**config.mk**
```make
export PLATFORM = sky130hd
export DESIGN_NAME = alu_seq
export DESIGN_NICKNAME = d
export VERILOG_FILES = /design/src/rtl/alu_seq_pkg.sv /design/src/rtl/alu_seq.sv
export SDC_FILE = /design/constraint.sdc
export NUM_CORES = 1
export LEC_CHECK = 0
export BUFFER_PORTS_ARGS = -buffer_cell sky130_fd_sc_hd__buf_4
export CORE_ASPECT_RATIO = 2
export CORE_UTILIZATION = 30
export CTS_CLUSTER_SIZE = 16
export DETAILED_ROUTE_END_ITERATION = 10
export GPL_TIMING_DRIVEN = 0
export PLACE_DENSITY = 0.75
export RECOVER_POWER = 25
export SETUP_SLACK_MARGIN = 0.02
export SLEW_MARGIN = 20
export SYNTH_ARGS = -nofsm -noshare
export SYNTH_HDL_FRONTEND = slang
export SYNTH_SLANG_ARGS = --single-unit
```
**constraint.sdc**
```tcl
create_clock -name clk -period 1.5 [get_ports clk]
set_input_delay 0.3 -clock clk [delete_from_list [all_inputs] [get_ports clk]]
set_output_delay 0.3 -clock clk [all_outputs]
set_load 0.1 [all_outputs]
```
**src/rtl/alu_seq_pkg.sv**
```systemverilog
// ---------------------------------------------------------------------------
// alu_seq_pkg
// Shared types and constants for the ALU operand sequencer.
//   alu_seq_state_t : sequencer FSM states
//   N_OPS           : number of ALU operand lanes (a, b, c, d, e)
//   IDX_*           : lane index of each operand
//   LAST_IDX_*      : index of the final operand beat for each mode
//   next_idx()      : beat-index advance rule for a given mode
// ---------------------------------------------------------------------------
package alu_seq_pkg;

  typedef enum logic [1:0] {
    ST_IDLE   = 2'd0,
    ST_LOAD   = 2'd1,
    ST_SETTLE = 2'd2,
    ST_HOLD   = 2'd3
  } alu_seq_state_t;

  localparam int N_OPS = 5;
  localparam int IDX_W = 3;

  localparam logic [IDX_W-1:0] IDX_A = 3'd0;
  localparam logic [IDX_W-1:0] IDX_B = 3'd1;
  localparam logic [IDX_W-1:0] IDX_C = 3'd2;
  localparam logic [IDX_W-1:0] IDX_D = 3'd3;
  localparam logic [IDX_W-1:0] IDX_E = 3'd4;

  localparam logic [IDX_W-1:0] LAST_IDX_MAC = IDX_E;
  localparam logic [IDX_W-1:0] LAST_IDX_ADD = IDX_C;

  // MAC walks every lane in order; ADD only needs a then c, so it jumps
  // straight from lane a to lane c.
  function automatic logic [IDX_W-1:0] next_idx(input logic [IDX_W-1:0] idx,
                                                 input logic            add_mode);
    if (add_mode) begin
      next_idx = IDX_C;
    end else begin
      next_idx = idx + 3'd1;
    end
  endfunction

  function automatic logic [IDX_W-1:0] last_idx(input logic add_mode);
    last_idx = add_mode ? LAST_IDX_ADD : LAST_IDX_MAC;
  endfunction

endpackage : alu_seq_pkg

```
**src/rtl/alu_seq.sv**
```systemverilog
// ---------------------------------------------------------------------------
// alu_seq
// Operand sequencer for the fixed-point ALU (a*b + c*d + e, or a + c).
// Takes a command beat, streams operand bytes into the ALU input registers
// one per handshake, captures the ALU result and offers it on a valid/ready
// output channel.
//
// Ports
//   clk, n_reset            : clock, asynchronous active-low reset
//   cmd_valid/cmd_ready     : command channel, cmd_add selects ADD (1) / MAC (0)
//   in_valid/in_ready       : operand channel, in_data is the operand byte
//   alu_ops                 : to ALU ops, every lane carries in_data
//   alu_reg_en              : to ALU reg_en, one-hot on an accepted beat
//   alu_f_add               : to ALU f_add, mode latched at the command
//   alu_result              : from ALU result
//   res_valid/res_ready     : result channel, res_data is the captured result
// ---------------------------------------------------------------------------
module alu_seq
  import alu_seq_pkg::*;
#(
  parameter int BUS_WIDTH = 8
) (
  input  logic                              clk,
  input  logic                              n_reset,
  // command channel
  input  logic                              cmd_valid,
  output logic                              cmd_ready,
  input  logic                              cmd_add,
  // operand channel
  input  logic                              in_valid,
  output logic                              in_ready,
  input  logic [BUS_WIDTH-1:0]              in_data,
  // ALU side
  output logic [N_OPS-1:0][BUS_WIDTH-1:0]   alu_ops,
  output logic [N_OPS-1:0]                  alu_reg_en,
  output logic                              alu_f_add,
  input  logic [BUS_WIDTH-1:0]              alu_result,
  // result channel
  output logic                              res_valid,
  input  logic                              res_ready,
  output logic [BUS_WIDTH-1:0]              res_data
);

  alu_seq_state_t          state_reg;
  logic [IDX_W-1:0]        idx_reg;
  logic                    f_add_reg;
  logic [BUS_WIDTH-1:0]    res_data_reg;

  logic                    in_fire;

  assign in_fire = in_valid && (state_reg == ST_LOAD);

  // -------------------------------------------------------------------------
  // Sequencer FSM
  // -------------------------------------------------------------------------
  always_ff @(posedge clk or negedge n_reset) begin
    if (!n_reset) begin
      state_reg    <= ST_IDLE;
      idx_reg      <= IDX_A;
      f_add_reg    <= 1'b0;
      res_data_reg <= '0;
    end else begin
      case (state_reg)
        ST_IDLE: begin
          if (cmd_valid) begin
            f_add_reg <= cmd_add;
            idx_reg   <= IDX_A;
            state_reg <= ST_LOAD;
          end
        end

        ST_LOAD: begin
          if (in_valid) begin
            if (idx_reg == last_idx(f_add_reg)) begin
              idx_reg   <= IDX_A;
              state_reg <= ST_SETTLE;
            end else begin
              idx_reg <= next_idx(idx_reg, f_add_reg);
            end
          end
        end

        // The final operand was written into the ALU on the previous edge,
        // so the ALU output now reflects the complete operand set.
        ST_SETTLE: begin
          res_data_reg <= alu_result;
          state_reg    <= ST_HOLD;
        end

        ST_HOLD: begin
          if (res_ready) begin
            state_reg <= ST_IDLE;
          end
        end

        default: begin
          state_reg <= ST_IDLE;
        end
      endcase
    end
  end

  // -------------------------------------------------------------------------
  // Outputs
  // -------------------------------------------------------------------------
  assign cmd_ready = (state_reg == ST_IDLE);
  assign in_ready  = (state_reg == ST_LOAD);
  assign res_valid = (state_reg == ST_HOLD);
  assign res_data  = res_data_reg;
  assign alu_f_add = f_add_reg;

  // The enable must land in the same cycle as the accepted beat, because the
  // ALU registers sample ops on that same edge.
  generate
    for (genvar gi = 0; gi < N_OPS; gi++) begin : g_lane
      assign alu_ops[gi]    = in_data;
      assign alu_reg_en[gi] = in_fire && (idx_reg == IDX_W'(gi));
    end
  endgenerate

endmodule : alu_seq
```
* Yosys cells after proc, flatten, opt, wreduce, memory -nomap -nowiden
Index checks and enable logic that the tools add are counted. W data, S select, Z words.
Cells by class: equality and inequality tests 12, mux-type cells 11, add/subtract/negate cells 1, reductions and logical operators 12
Operators with widths (count):
- $mux W3 | 5
- $mux W2 | 4
- $pmux W2 S4 | 1
- $eq A3 B2 Y1 const B | 2
- $logic_and A1 B1 Y1 | 6
- $pmux W3 S2 | 1
- $eq A2 B2 Y1 const B | 2
- $ne A2 B1 Y1 const B | 2
- $ne A2 B2 Y1 const B | 2
- $reduce_and A4 Y1 | 1
- $add A3 B1 Y3 const B | 1
- $eq A3 B1 Y1 const B | 1
- $eq A3 B3 Y1 | 1
- $eq A3 B3 Y1 const B | 1
- $logic_not A3 Y1 | 1
- $reduce_and A3 Y1 | 1
- $eq A2 B1 Y1 const B | 1
- $logic_not A2 Y1 | 1
- $reduce_and A2 Y1 | 1
- $reduce_bool A2 Y1 | 1
Word-level totals: output and inout port bits 57, register bits 14, logic and storage cells 40, input bits 22

* Depth between registers and ports, before layout
Gate-level depths: netlist (run 1).
depth after elaboration 5, mapped depth 6, gate-level depth less buffers 6

* Worst setup path after synthesis (run 1)
Ideal clock, no wire load.
path kind register -> output, from register state_reg[1], to output port alu_reg_en[4], data arrival time 2.837 ns, required time 1.200 ns, cell stages (with the launch flop) 5, path slack -1.637 ns, buffers on the path 0, cell sequence dfrtp_1 inv_1 ha_1 nand2_1 nor2_1
Between the ends: word-level cells in the longest chain between the ends 3
Ends and longest elaborated chain:
- start: declaration | RTL line alu_seq.sv:44 | alu_seq_state_t state_reg;
- start signal: assignment | RTL line alu_seq.sv:58 | state_reg <= ST_IDLE;
- start signal: assignment | RTL line alu_seq.sv:68 | state_reg <= ST_LOAD;
- start signal: assignment | RTL line alu_seq.sv:76 | state_reg <= ST_SETTLE;
- $eq A2 B1 Y1
- named net in_ready | RTL line alu_seq.sv:31 | output logic in_ready,
- $logic_and A1 B1 Y1 | RTL line alu_seq.sv:51 | assign in_fire = in_valid && (state_reg == ST_LOAD);
- $logic_and A1 B1 Y1 | RTL line alu_seq.sv:117 | assign alu_reg_en[gi] = in_fire && (idx_reg == IDX_W'(gi));
- end: declaration | RTL line alu_seq.sv:35 | output logic [N_OPS-1:0] alu_reg_en,
The timed path passes the listed nets, and every way through them passes these cells.

* Worst setup path in the final report (run 1)
from register idx_reg[1], to register state_reg[1]
Between the ends: word-level cells in the longest chain between the ends 3
Ends and longest elaborated chain:
- start: declaration | RTL line alu_seq.sv:45 | logic [IDX_W-1:0] idx_reg;
- start signal: assignment | RTL line alu_seq.sv:78 | idx_reg <= next_idx(idx_reg, f_add_reg);
- $eq A3 B3 Y1 | RTL line alu_seq.sv:74 | if (idx_reg == last_idx(f_add_reg)) begin
- $ne A2 B1 Y1 (no line)
- $reduce_and A4 Y1 (no line)
- end signal: assignment | RTL line alu_seq.sv:68
- end signal: assignment | RTL line alu_seq.sv:76
- end signal: assignment | RTL line alu_seq.sv:87 | state_reg <= ST_HOLD;
Every way passes these cells. A chain may end at the register's enable or synchronous reset.

==> results of run 1 <==
## synth_stat cells (3+ instances only)
library cell   n  share of area
buf_4         40           0.27
dfrtp_1       14           0.32
ha_1          10           0.11
mux2_2        10           0.10
inv_1          6          0.020
nor2_1         5          0.017
nand2_1        4          0.014
and2_1         3          0.017
nand2b_1       3          0.017
## layer usage
layer | part of all wire | vias up | wire length [µm] | GRT usage
met5 | 0 | - | 0 | 0
met4 | 0.016 | 0 | 44 | 0.0413
met3 | 0.089 | 5 | 239 | 0.0247
met2 | 0.56 | 60 | 1510 | 0.287
met1 | 0.33 | 462 | 895 | 0.113
li1 | - | 482 | - | -
## metrics by stage
| step | utilization | hold slack (ns) |
|---|---|---|
| floorplan | - | 0.00441 |
| global placement | 0.509 | 0.160 |
| detailed placement | 0.509 | 0.161 |
| CTS | 0.598 | 0.281 |
| global route | 0.597 | 0.277 |
| finish | 0.597 | 0.287 |
## final cells by class
type                    count  share of cell area
repair buffers             83               0.353
plain buffers              40               0.146
clock buffers               4              0.0267
flip-flops and latches     14               0.173
inverters                   6              0.0109
well taps                  48              0.0291
multi-input cells          47               0.262
## timing repair
item / 4_1_cts / 5_1_grt
pin swaps: 5 / 1
resized for setup: 37 / 6
endpoints found under the hold margin: 14 / 0
buffers inserted: 12 / 3
hold buffers: 1 / 0
setup endpoints to repair: 18 / 13
## kinds of logic after synthesis
kind of cell,count (synthesis),share of synthesized area
AO/OA/AOI/OAI,6,0.0556
adder cells (fa/ha/maj),10,0.114
buffers and inverters,47,0.296
flip-flops,14,0.318
multiplexers,12,0.125
AND/OR/NAND/NOR,19,0.0920
## layout by cell type (no fill, tap or decap), types with 2 or more instances in the layout
cell      netlist  layout
inv_1           6       2
inv_2           0       4
mux2_4          1       2
ha_4            0       3
nor2_1          5       3
dfrtp_1        14      11
clkbuf_2        0       4
nand2_1         4       3
buf_6           0       4
and2_4          0       3
mux2_2         10       9
ha_1           10       6
clkbuf_8        0       4
nor2_4          0       2
nand2b_4        0       2
dfrtp_2         0       2
buf_4          40     105
buf_12          0       8
## worst paths after layout
check                      cells past startpoint            to  slack [ns]     startpoint
setup / recovery                               4  state_reg[1]       -0.23     idx_reg[1]
hold / removal                                 2   res_data[3]        0.29  alu_result[3]
setup reg to reg                               4  state_reg[1]       -0.23     idx_reg[1]
hold reg to reg                                1   res_data[7]        0.51    res_data[7]
max in group asynchronous                      2     alu_f_add        0.31        n_reset
min in group asynchronous                      2   res_data[4]        0.64        n_reset
## power groups by stage
stage | logic [mW] | clock network [mW] | registers, mW
4_1_cts | 3.67 | 0.377 | 0.697
6_report | 3.70 | 0.363 | 0.702
3_5_place_dp | 3.10 | 0 | 0.719
3_3_place_gp | 3.08 | 0 | 0.710
2_1_floorplan | 1.69 | 0 | 1.61
5_1_grt | 3.86 | 0.392 | 0.721
==> results.sh, run 1 <==
export IMPL_numCtsBuffers=3
export IMPL_ant_nets=0
export IMPL_fin_skew_ns=0.000984
export IMPL_critical_path_required_ns=1.63
export IMPL_placeableCoreArea_um2=3450
export IMPL_grt_pass1_vias=987
export IMPL_dr_pass1_iters=3
export IMPL_place_congestion=0.818
export IMPL_cts_sinks=14
export IMPL_setup_ws_ns=-0.228
export IMPL_die_h_um=87.7
export IMPL_drive_above_1_share=0.825
export IMPL_synth_cell_types=22
export IMPL_slew_violations=0
export IMPL_crit_path_max_incr_delay_ns=0.56
export IMPL_path_max_fanout=6
export IMPL_endpoint_kind="flip-flop"
export IMPL_place_inst=226
export IMPL_syn_area_um2=1100
export IMPL_htree_levels=1
export IMPL_fp_dieW_um=44.9
export IMPL_cpMaxStageDelayCell="or4b_4"
export IMPL_syn_nets=140
export IMPL_slew_headroom=0.502
export IMPL_largest_reg_flops=8
export IMPL_clk_pin_slew_worst_paths_ns=0.06
export IMPL_grt_pass1_wl_um=4030
export IMPL_initial_utilization=0.319
export IMPL_place_area_um2=1760
export IMPL_multi_input_area_um2=539
export IMPL_yosys_register_bits=14
export IMPL_fin_cells=242
export IMPL_maxCapViolCount=0
export IMPL_synth_ff_type="dfrtp_1"
export IMPL_drt_vias_per_instance=4.17
export IMPL_switching_power_mw=2.70
export IMPL_drc=0
export IMPL_port_buffers=70
export IMPL_crit_chain="or4b_4 -> o311ai_4 -> o2111ai_2 -> mux2_4"
export IMPL_power_leakage_nw=1.05
export IMPL_grt_max_degree=15
export IMPL_io_pins=79
export IMPL_cp_top_family="simple AND/OR/NAND/NOR gates"
export IMPL_clockBufferDepth=2
export IMPL_sequentialPowerShare=0.147
export IMPL_rsz0062_at_grt="true"
export IMPL_combPwrFrac=0.776
export IMPL_fin_crit_sh=1.15
export IMPL_num_vias=1009
export IMPL_crit_type="flip-flop to flip-flop"
export IMPL_hold_path_class="input port to flip-flop"
export IMPL_cts_tree="built"
export IMPL_async_flop_share=1.00
export IMPL_area_growth_pct=86.9
export IMPL_fill_cells=318
export IMPL_worst_path_buf_inv=0
export IMPL_synthCells=108
export IMPL_synth_edf_count=0
export IMPL_die_area_um2=3940
export IMPL_regArea_um2=357
export IMPL_tns_ns=-1.43
export IMPL_grt_usage=0.135
export IMPL_worstPathArrival_ns=1.86
export IMPL_wl_per_cell_um=11.1
export IMPL_drt_iter0_markers=2
export IMPL_yosysWarnings=0
export IMPL_hold_violations=0
export IMPL_sw_frac_of_total=0.567
export IMPL_setup_viol=9
export IMPL_violations="setup timing"
export IMPL_std_cell_rows=30
export IMPL_root_buffer="clkbuf_8"
export IMPL_power_density_nw_per_um2=2310
export IMPL_p_clk_frac=0.076
export IMPL_worst_pin_slew_ns=0.747
export IMPL_dp_hpwl_um=1920
export IMPL_fin_crit_ns=1.73
export IMPL_startpoint_type="flip-flop"
export IMPL_clock_latency_ns=0.24
export IMPL_status="complete, but fails checks"
export IMPL_antenna_found_initial=0
export IMPL_ys_seq_area_frac=0.318
export IMPL_p_int_mw=2.06
export IMPL_pre_cts_ws_ns=-0.320
export IMPL_ir_worst_vdd_v=0.00195
export IMPL_power_total_mw=4.76
export IMPL_grt_ovfl_total=0
export IMPL_fmax_mhz=579
export IMPL_fin_area_um2=2060
export IMPL_syn_avg_cell_area_um2=10.2
export IMPL_num_antenna_cells=0
export IMPL_finish_net_count=227
export IMPL_wl_um=2690
Note: power is estimated with default switching activity, not from simulation.
==> run 2, diff against run 1 <==
Settings changed: CORE_UTILIZATION 30 to 37, PLACE_DENSITY 0.75 to 0.88.
==> results.sh, run 2 (synthesis gave the netlist of run 1 again) <==
export IMPL_worst_pin_slew_ns=0.733
export IMPL_setup_viol=9
export IMPL_hold_violations=0
export IMPL_numCtsBuffers=3
export IMPL_sw_frac_of_total=0.565
export IMPL_grt_usage=0.213
export IMPL_switching_power_mw=2.83
export IMPL_clockBufferDepth=2
export IMPL_clock_latency_ns=0.24
export IMPL_drive_above_1_share=0.847
export IMPL_slew_headroom=0.512
export IMPL_tns_ns=-1.47
export IMPL_setup_ws_ns=-0.239
export IMPL_dr_pass1_iters=3
export IMPL_worstPathArrival_ns=1.86
export IMPL_grt_max_degree=15
export IMPL_fill_cells=167
export IMPL_crit_path_max_incr_delay_ns=0.57
export IMPL_initial_utilization=0.393
export IMPL_cts_sinks=14
export IMPL_cp_top_family="simple AND/OR/NAND/NOR gates"
export IMPL_pre_cts_ws_ns=-0.344
export IMPL_std_cell_rows=27
export IMPL_slew_violations=0
export IMPL_placeableCoreArea_um2=2800
export IMPL_die_area_um2=3210
export IMPL_post_route_util=0.760
export IMPL_area_growth_pct=93.4
export IMPL_htree_levels=1
export IMPL_num_vias=1052
export IMPL_finish_net_count=235
export IMPL_power_total_mw=5.01
export IMPL_p_clk_frac=0.071
export IMPL_final_cell_mix="buf_4, dfrtp_1, mux2_2, buf_12"
export IMPL_die_h_um=79.2
export IMPL_violations="setup timing"
export IMPL_hold_path_startpoint="alu_result[5]"
export IMPL_ant_nets=0
export IMPL_sequentialPowerShare=0.140
export IMPL_power_leakage_nw=1.09
export IMPL_root_buffer="clkbuf_8"
export IMPL_wl_per_cell_um=15.0
export IMPL_worst_path_buf_inv=0
export IMPL_dp_hpwl_um=2190
export IMPL_cpMaxStageDelayCell="or4b_4"
export IMPL_power_density_nw_per_um2=2350
export IMPL_maxCapViolCount=0
export IMPL_clk_pin_slew_worst_paths_ns=0.05
export IMPL_fin_skew_ns=0.000887
export IMPL_io_pins=79
export IMPL_status="complete, but fails checks"
export IMPL_rsz0062_at_grt="true"
export IMPL_grt_ovfl_total=0
export IMPL_wl_um=3460
export IMPL_endpoint_kind="flip-flop"
export IMPL_rr_startpoint="idx_reg[1]"
export IMPL_combPwrFrac=0.789
export IMPL_ir_worst_vdd_v=0.00222
export IMPL_num_antenna_cells=0
export IMPL_critical_path_required_ns=1.63
export IMPL_grt_pass1_wl_um=4820
export IMPL_fp_dieW_um=40.6
export IMPL_p_int_mw=2.18
export IMPL_final_common_cell="buf_4"
export IMPL_fin_crit_ns=1.74
export IMPL_grt_pass1_vias=1104
export IMPL_fin_crit_sh=1.16
export IMPL_hold_path_class="input port to flip-flop"
export IMPL_drc=0
export IMPL_antenna_found_initial=0
export IMPL_largest_reg_flops=8
export IMPL_crit_chain="or4b_4 -> o311ai_4 -> o2111ai_2 -> mux2_4"
export IMPL_drt_vias_per_instance=4.55
export IMPL_crit_type="flip-flop to flip-flop"
export IMPL_whs_ns=0.290
export IMPL_startpoint_type="flip-flop"
export IMPL_port_buffers=70
export IMPL_crit_start="idx_reg[1]"
export IMPL_fmax_mhz=575
export IMPL_place_congestion=0.622
export IMPL_path_max_fanout=5
export IMPL_cts_tree="built"
export IMPL_drt_iter0_markers=21
run 2: cell types whose count changed in the layout (fill, tap and decap cells not counted), sizes merged:
cell / before / now
buf: 117 / 125
run 2: stage by stage:
step,cell area (µm²),instances
3_3_place_gp,1730,207
3_5_place_dp,1730,207
6_report,2130,231
5_1_grt,2130,231
4_1_cts,2050,225
2_1_floorplan,1170,108
run 2: repair_timing:
item,4_1_cts,5_1_grt
gates resized for setup,38,11
endpoints found under the setup margin,18,13
pin swaps,6,4
endpoints found under the hold margin,14,0
buffers inserted,14,7
hold buffers,1,0
run 2: area by class of cell:
| type | count | area, µm² | share of cell area |
|---|---|---|---|
| multi-input combinational | 47 | 568 | 0.266 |
| tap | 29 | 36.3 | 0.0170 |
| clock buffer | 4 | 55.1 | 0.0258 |
| sequential | 14 | 357 | 0.167 |
| buffer | 40 | 300 | 0.141 |
| inverter | 6 | 25.0 | 0.0117 |
| timing repair buffer | 91 | 791 | 0.371 |
run 2: final timing paths:
check	end	slack, ns	cells past startpoint
worst max-delay path	state_reg[1]	-0.24	4
worst min-delay path	res_data[5]	0.29	2
worst max register to register	state_reg[1]	-0.24	4
worst min register to register	res_data[1]	0.51	1
max in group asynchronous	alu_f_add	0.33	2
min in group asynchronous	res_data[3]	0.64	2
run 2: power groups by stage:
stage                     Sequential (mW)  Combinational, mW  Clock (mW)
final                               0.701               3.95       0.355
after global routing                0.727               4.11       0.381
after CTS                           0.696               3.66       0.367
after detailed placement            0.725               3.13           0
after global placement              0.705               3.05           0
after floorplan                      1.61               1.69           0
run 2: per-layer routing:
layer / wire, µm / track usage / up-vias
met5: 0 / 0 / -
met2: 2140 / 0.422 / 51
met4: 55 / 0.0833 / 0
li1: - / - / 502
met1: 1090 / 0.183 / 493
met3: 168 / 0.0251 / 6
==> run 3, diff against run 2 <==
Settings changed: CTS_BUF_LIST set to sky130_fd_sc_hd__clkbuf_16, TNS_END_PERCENT set to 20.
==> results.sh, run 3 (synthesis gave the netlist of run 1 again) <==
export IMPL_grt_pass1_vias=1046
export IMPL_whs_ns=0.293
export IMPL_path_max_fanout=5
export IMPL_wl_um=3080
export IMPL_slew_headroom=0.492
export IMPL_root_buffer="clkbuf_16"
export IMPL_power_leakage_nw=1.04
export IMPL_crit_path_end="state_reg[1]"
export IMPL_port_buffers=70
export IMPL_htree_levels=1
export IMPL_std_cell_rows=27
export IMPL_drive_above_1_share=0.820
export IMPL_worstPathArrival_ns=1.85
export IMPL_fill_cells=199
export IMPL_dp_hpwl_um=2070
export IMPL_grt_max_degree=15
export IMPL_num_antenna_cells=0
export IMPL_crit_start="idx_reg[1]"
export IMPL_power_density_nw_per_um2=2370
export IMPL_die_h_um=79.2
export IMPL_rsz0062_at_grt="true"
export IMPL_setup_ws_ns=-0.226
export IMPL_startpoint_type="flip-flop"
export IMPL_setup_viol=11
export IMPL_violations="setup timing"
export IMPL_ff2ff_path_depth=4
export IMPL_rr_startpoint="idx_reg[1]"
export IMPL_ir_worst_vdd_v=0.00216
export IMPL_endpoint_kind="flip-flop"
export IMPL_drt_vias_per_instance=4.65
export IMPL_tns_ns=-1.68
export IMPL_grt_pass1_wl_um=4490
export IMPL_clk_pin_slew_worst_paths_ns=0.04
export IMPL_numCtsBuffers=3
export IMPL_finish_net_count=227
export IMPL_io_pins=79
export IMPL_crit_type="flip-flop to flip-flop"
export IMPL_antenna_found_initial=0
export IMPL_fin_crit_sh=1.15
export IMPL_place_inst=207
export IMPL_ff2ff_setup_slack_ns=-0.23
export IMPL_r2r_end="state_reg[1]"
export IMPL_dr_pass1_iters=3
export IMPL_fp_dieW_um=40.6
export IMPL_grt_ovfl_total=0
export IMPL_grt_usage=0.199
export IMPL_fmax_mhz=580
export IMPL_cts_sinks=14
export IMPL_area_growth_pct=83.1
export IMPL_largest_reg_flops=8
export IMPL_critical_path_required_ns=1.63
export IMPL_die_area_um2=3210
export IMPL_cts_tree="built"
export IMPL_pre_cts_ws_ns=-0.318
export IMPL_fin_cells=223
export IMPL_ant_nets=0
export IMPL_hold_path_class="input port to flip-flop"
export IMPL_status="complete, but fails checks"
export IMPL_hold_violations=0
export IMPL_wl_per_cell_um=13.8
export IMPL_final_cell_mix="buf_4, mux2_2, dfrtp_1, ha_1, buf_12"
export IMPL_fin_crit_ns=1.73
export IMPL_drc=0
export IMPL_drt_iter0_markers=10
export IMPL_clock_latency_ns=0.24
export IMPL_worst_pin_slew_ns=0.761
export IMPL_initial_utilization=0.393
export IMPL_place_congestion=0.696
export IMPL_clockBufferDepth=2
export IMPL_placeableCoreArea_um2=2800
export IMPL_slew_violations=0
export IMPL_num_vias=1037
export IMPL_final_common_cell="buf_4"
export IMPL_fin_skew_ns=0.00268
export IMPL_maxCapViolCount=0
## run 3: area by class of cell
class	instances	area (µm²)	area share
buffer	41	308	0.153
clock buffer	3	75.1	0.0372
clock inverter	1	3.75	0.00186
inverter	6	22.5	0.0112
multi-input combinational	47	508	0.252
sequential	14	359	0.178
tap	29	36.3	0.0180
timing repair buffer	82	706	0.350
## run 3: stage by stage
step / instance area [µm²] / power, mW / util
floorplan: 1150 / 3.27 / -
global placement: 1710 / 3.71 / 0.611
detailed placement: 1710 / 3.80 / 0.611
CTS: 1960 / 4.59 / 0.698
global route: 2020 / 4.97 / 0.720
finish: 2020 / 4.79 / 0.720
## run 3: timing repair
item,in CTS,in global routing
pin swaps,6,6
resized for setup,25,16
hold buffers,1,0
buffers inserted,8,3
hold endpoints to repair,14,0
endpoints found under the setup margin,19,14
## run 3: how the worst min path moves through the flow
stage	slack (ns)	startpoint	to	cells past startpoint
2_1_floorplan	0.004	n_reset	idx_reg[0]	0
3_3_place_gp	0.15	n_reset	res_data[5]	1
3_5_place_dp	0.16	n_reset	res_data[2]	1
4_1_cts	0.29	alu_result[7]	res_data[7]	2
5_1_grt	0.29	alu_result[4]	res_data[4]	2
6_report	0.29	alu_result[7]	res_data[7]	2
## run 3: worst max-delay path: stages, from the launching register on
cell and delay, ns:
dfrtp_2 0.43, or4b_4 0.56, o311ai_4 0.09, o2111ai_2 0.20, mux2_4 0.33
## run 3: report_power, final
group	switching, mW	internal, mW	leakage (nW)
clock network	0.144	0.351	0.0385
registers	0.137	0.574	0.163
logic	2.43	1.16	0.836
## run 3: layer usage
layer	share of wire	global-route usage
met5	0	0
met4	0.036	0.0967
met3	0.10	0.0475
met2	0.56	0.370
met1	0.31	0.172
